### config.mk
export PLATFORM = sky130hd
export DESIGN_NAME = vram_arbiter
export DESIGN_NICKNAME = d
export VERILOG_FILES = /design/src/rtl/vram_arbiter.sv
export SDC_FILE = /design/constraint.sdc
export NUM_CORES = 1
export LEC_CHECK = 0
export ABC_CLOCK_PERIOD_IN_PS = 2900
export CAP_MARGIN = 30
export CORE_MARGIN = 8
export CORE_UTILIZATION = 35
export CTS_BUF_LIST = sky130_fd_sc_hd__clkbuf_4
export DETAILED_ROUTE_END_ITERATION = 8
export GPL_TIMING_DRIVEN = 0
export HOLD_SLACK_MARGIN = 0.15
export PLACE_DENSITY = 0.64
export SYNTH_ARGS = -nofsm -noshare
export SYNTH_HDL_FRONTEND = slang
export SYNTH_SLANG_ARGS = --single-unit
### constraint.sdc
create_clock -name clk -period 2.9 [get_ports clk]
set_clock_uncertainty 0.2 [all_clocks]
set_input_delay 0.435 -clock clk [delete_from_list [all_inputs] [get_ports clk]]
set_output_delay 0.435 -clock clk [all_outputs]
set_load 0.02 [all_outputs]
### src/rtl/vram_arbiter.sv
// Character-RAM arbiter: fixed-priority display fetch over a 2-entry host
// request FIFO, registered RAM strobes and a tagged 2-stage read-return pipe.
module vram_arbiter #(
  parameter int unsigned ADDR_W       = 12,
  parameter int unsigned DATA_W       = 8,
  parameter int unsigned STARVE_LIMIT = 800
) (
  input  logic              clk,
  input  logic              rst,
  input  logic              disp_req,
  input  logic [ADDR_W-1:0] disp_addr,
  output logic              disp_valid,
  output logic [DATA_W-1:0] disp_data,
  input  logic              host_valid,
  output logic              host_ready,
  input  logic              host_we,
  input  logic [ADDR_W-1:0] host_addr,
  input  logic [DATA_W-1:0] host_wdata,
  output logic              host_rvalid,
  output logic [DATA_W-1:0] host_rdata,
  output logic              host_starve,
  output logic              ram_en,
  output logic              ram_we,
  output logic [ADDR_W-1:0] ram_addr,
  output logic [DATA_W-1:0] ram_wdata,
  input  logic [DATA_W-1:0] ram_rdata
);

  localparam int unsigned WaitW = (STARVE_LIMIT > 1) ? $clog2(STARVE_LIMIT + 1) : 1;
  localparam logic [WaitW-1:0] WaitMax = WaitW'(STARVE_LIMIT);

  typedef enum logic [1:0] {GntNone, GntDisp, GntHost} gnt_e;
  typedef enum logic [1:0] {TagNone, TagDisp, TagHost} tag_e;

  logic              fifo_we_q    [2];
  logic [ADDR_W-1:0] fifo_addr_q  [2];
  logic [DATA_W-1:0] fifo_wdata_q [2];
  logic              wr_ptr_q;
  logic              rd_ptr_q;
  logic [1:0]        count_q;

  gnt_e              gnt;
  logic              push;
  logic              pop;
  logic              head_we;
  logic [ADDR_W-1:0] head_addr;
  logic [DATA_W-1:0] head_wdata;

  tag_e              tag1_q;
  tag_e              tag2_q;
  logic [WaitW-1:0]  wait_q;

  // Fixed-priority grant and FIFO handshake for the current cycle.
  always_comb begin
    gnt = GntNone;
    if (disp_req) begin
      gnt = GntDisp;
    end else if (count_q != 2'd0) begin
      gnt = GntHost;
    end
    host_ready = (count_q != 2'd2);
    push       = host_valid && host_ready;
    pop        = (gnt == GntHost);
    head_we    = fifo_we_q[rd_ptr_q];
    head_addr  = fifo_addr_q[rd_ptr_q];
    head_wdata = fifo_wdata_q[rd_ptr_q];
  end

  // Host request FIFO storage, pointers and occupancy.
  always_ff @(posedge clk) begin
    if (rst) begin
      wr_ptr_q <= 1'b0;
      rd_ptr_q <= 1'b0;
      count_q  <= 2'd0;
      for (int i = 0; i < 2; i++) begin
        fifo_we_q[i]    <= 1'b0;
        fifo_addr_q[i]  <= '0;
        fifo_wdata_q[i] <= '0;
      end
    end else begin
      if (push) begin
        fifo_we_q[wr_ptr_q]    <= host_we;
        fifo_addr_q[wr_ptr_q]  <= host_addr;
        fifo_wdata_q[wr_ptr_q] <= host_wdata;
        wr_ptr_q               <= ~wr_ptr_q;
      end
      if (pop) begin
        rd_ptr_q <= ~rd_ptr_q;
      end
      unique case ({push, pop})
        2'b10:   count_q <= count_q + 2'd1;
        2'b01:   count_q <= count_q - 2'd1;
        default: count_q <= count_q;
      endcase
    end
  end

  // Registered RAM strobes plus the first read-return tag stage.
  always_ff @(posedge clk) begin
    if (rst) begin
      ram_en    <= 1'b0;
      ram_we    <= 1'b0;
      ram_addr  <= '0;
      ram_wdata <= '0;
      tag1_q    <= TagNone;
    end else begin
      unique case (gnt)
        GntDisp: begin
          ram_en   <= 1'b1;
          ram_we   <= 1'b0;
          ram_addr <= disp_addr;
          tag1_q   <= TagDisp;
        end
        GntHost: begin
          ram_en    <= 1'b1;
          ram_we    <= head_we;
          ram_addr  <= head_addr;
          ram_wdata <= head_wdata;
          tag1_q    <= head_we ? TagNone : TagHost;
        end
        default: begin
          // Address and write data hold their last values when idle.
          ram_en <= 1'b0;
          ram_we <= 1'b0;
          tag1_q <= TagNone;
        end
      endcase
    end
  end

  // Second tag stage aligns with ram_rdata; capture into the tagged requester.
  always_ff @(posedge clk) begin
    if (rst) begin
      tag2_q      <= TagNone;
      disp_valid  <= 1'b0;
      disp_data   <= '0;
      host_rvalid <= 1'b0;
      host_rdata  <= '0;
    end else begin
      tag2_q      <= tag1_q;
      disp_valid  <= (tag2_q == TagDisp);
      host_rvalid <= (tag2_q == TagHost);
      if (tag2_q == TagDisp) begin
        disp_data <= ram_rdata;
      end
      if (tag2_q == TagHost) begin
        host_rdata <= ram_rdata;
      end
    end
  end

  // Host-head wait counter and sticky starvation flag.
  always_ff @(posedge clk) begin
    if (rst) begin
      wait_q      <= '0;
      host_starve <= 1'b0;
    end else begin
      if (pop) begin
        wait_q <= '0;
      end else if ((count_q != 2'd0) && (wait_q != WaitMax)) begin
        wait_q <= wait_q + 1'b1;
      end
      if (wait_q == WaitMax) begin
        host_starve <= 1'b1;
      end
    end
  end

endmodule

==> results.md <==
* Status: completed
* Critical Path End: host_ready
* Routability cong. at roughly 0.79
* Period minus WS final at between 2 and 2.5 ns
* Num CTS Buffers at 9
* Cell Area, Placed at ~5200 sq um
* Gr usage total at 13.1%
* Max VDD drop at 0.333 mV
* Tightest Pin Transition at approximately 0.66 ns
* CP max FO at 6
* Max frequency at 407 MHz
* Fin crit share at 84.8%
* First-pass DRT Iterations at 4
* First-pass GRT wire length at 16.4 mm
* # clock sinks at 102
* Clock Latency Late Sink at between 0.4 and 0.5 ns
* Final Cell Area at 5360 sq um
* Port Buf Inserts at 84
* Final net count at 537
* Core area at 11,800 sq um
* Post-synthesis sequential area ratio at 59.2%
* Synthesized Nets at between 400 and 500
* Routed len/inst at 15.7 um
* RSZ-0062 raised after global routing: no
* R2r endpoint: count_q[1]
* Vias/cell at 4.85
* Yosys warns at 0
* Max-slew headroom at 55.7%
* Synth async-reset ratio at 0%
* Post-Syn Area at 4160 sq um
* Post-DRT Antenna Nets at 0
* DP HPWL at slightly above 7 mm
* Syn Area/Cell at 10.6 sq um
* Via count at 3,120
* First DRT Iteration DRCs at 157
* RR Startpoint: count_q[1]
* Worst hold path type: input port to register
* CTS resizes at 0
* Die ar. at 15,600 sq um
* Total of flip-flops plus latches after synthesis at approximately 100
* Final setup violating endpoints at 0
* Worst Setup Start Kind: register
* Clock root buffer master: clkbuf_4
* Synth-to-Final Area Change at 28.8%
* Post-Route WL at 10.1 mm
* CTS HTree Levels at 3
* DRC viols at 0
* Max cap viols at 0
* Crit Path Category: register to primary output
* Io pins at 87
* Die Ht at approximately 130 um
* Postcts setup bufs at 0
* FP Rows at 40
* Leak at 0.00192 uW
* Worst R2R Path Depth at 6
* Slew Viols, Final at 0
* Syn Inst Count at 392
* Pin count of the biggest net entering global routing at 22
* Vias in the first global route at roughly 3,200
* CTS tree: built
* Crit. Startpoint: count_q[0]
* Die X at between 100 and 150 um
* Gr ovfl total at 0
* Post-synth cell types at 40
* Crit end category: primary output
* Reg2reg setup slack at 0.73 ns
* EDFF count, synth at 42
* Required @ worst endpoint at around 2.3 ns
* Initial antenna violation count at 2
* Arrival @ worst endpoint at 1.82 ns
* Clock slew at reported path FFs at about 0.15 ns
* Initial cell density of the core at 35.2%
* Clk buf depth at 2
* Final Hold Fails at 0
* Ys flop type: dfxtp_1
* Final setup TNS at 0 ns
* Layout cell share with drive strength beyond 1 at 6.28%
* Post-CTS Hold Fix Bufs at 0
* Cell Pwr Density at 719 nW/um^2
## layout by cell type (no fill, tap or decap), types with 8 or more instances in the layout
master,synthesis,layout
clkbuf_1,15,15
and2_1,42,42
buf_2,8,8
nand2_1,50,50
clkbuf_4,0,11
edfxtp_1,42,42
a21oi_1,35,35
nor2_1,20,20
nor3_1,16,16
a211o_1,12,12
mux2i_1,23,23
a211oi_1,8,8
clkdlybuf4s50_1,0,84
dfxtp_1,60,60
## worst max-delay path: stages (launching register included)
cell,delay [ns]
dfxtp_1,0.43
nand2b_1,0.26
clkdlybuf4s50_1,0.69
## kinds of logic after synthesis
kind of cell	synth area share, %
simple gates	18.9
flops	59.2
compound gates	10.9
buf+inv	3.22
mux	5.80
xor+xnor	1.05
fa+ha+maj	0.902
## worst min-delay path by stage
stage / startpoint / cells after the start / to / slack (ns)
final: disp_req / 3 / ram_addr[4] / 0.18
after global routing: disp_req / 3 / ram_addr[0] / 0.17
after CTS: disp_req / 3 / ram_addr[4] / 0.16
after detailed placement: tag1_q[0] / 1 / tag2_q[0] / 0.23
after global placement: tag1_q[1] / 1 / tag2_q[1] / 0.23
after floorplan: tag1_q[0] / 1 / tag2_q[0] / 0.21
## where the power goes
group          internal [uW]  switching [uW]
clock                    287             469
sequential              1710             102
combinational            573             713
total                   2570            1280
## cell usage after synthesis (all sizes together), types with 2 or more instances
cell	n	area (sq um)
dfxtp	60	1200
o31ai	2	15.0
nor3	16	80.1
nand3	5	25.0
mux2i	23	230
xnor2	2	17.5
a21oi	35	175
clkbuf	15	56.3
inv	5	18.8
edfxtp	42	1260
or3	4	25.0
xor2	3	26.3
ha	3	37.5
buf	12	58.8
o21ai	4	20.0
nor2	20	75.1
nor2b	6	37.5
o2111ai	3	26.3
or4	2	15.0
a211oi	8	60.1
a211o	12	105
a31oi	2	12.5
or2	2	12.5
nand2	50	188
and4b	2	20.0
and2	42	263
nand2b	3	18.8
## flip-flops by register name, summed over array words and instances, names as in the netlist, 2 cells and up, named ones only
signal        count
disp_data         8
tag1_q            2
fifo_we_q         2
wait_q           10
count_q           2
ram_wdata         8
host_rdata        8
fifo_addr_q      24
tag2_q            2
ram_addr         12
fifo_wdata_q     16
## layout make-up
| class | instances | area (sq um) |
|---|---|---|
| antenna | 2 | 5.00 |
| buffer | 27 | 115 |
| clock buffer | 11 | 82.6 |
| clock inverter | 5 | 57.6 |
| fill | 1149 | 6450 |
| inverter | 5 | 18.8 |
| multi-input combinational | 258 | 1570 |
| sequential | 102 | 2460 |
| tap | 147 | 184 |
| timing repair buffer | 86 | 871 |
## metrics by stage
| step | std cells | setup WS [ns] | hold WS [ns] | util, % | power (uW) |
|---|---|---|---|---|---|
| 2_1_floorplan | 392 | 0.810 | 0.214 | - | 2660 |
| 3_3_place_gp | 623 | 0.290 | 0.229 | 43.9 | 3110 |
| 3_5_place_dp | 623 | 0.232 | 0.229 | 43.9 | 3140 |
| 4_1_cts | 639 | 0.433 | 0.156 | 45.1 | 3880 |
| 5_1_grt | 643 | 0.375 | 0.166 | 45.4 | 4080 |
| 6_report | 643 | 0.441 | 0.177 | 45.4 | 3860 |
## layer usage
metal | routed length, um | part of all wire, % | global-route usage (%)
met2 | 5160 | 51 | 23.0
met3 | 461 | 4.6 | 3.40
met1 | 4270 | 42 | 14.5
met4 | 180 | 1.8 | 6.23
met5 | 0 | 0 | 0
Note: power is estimated with default switching activity, not from simulation.
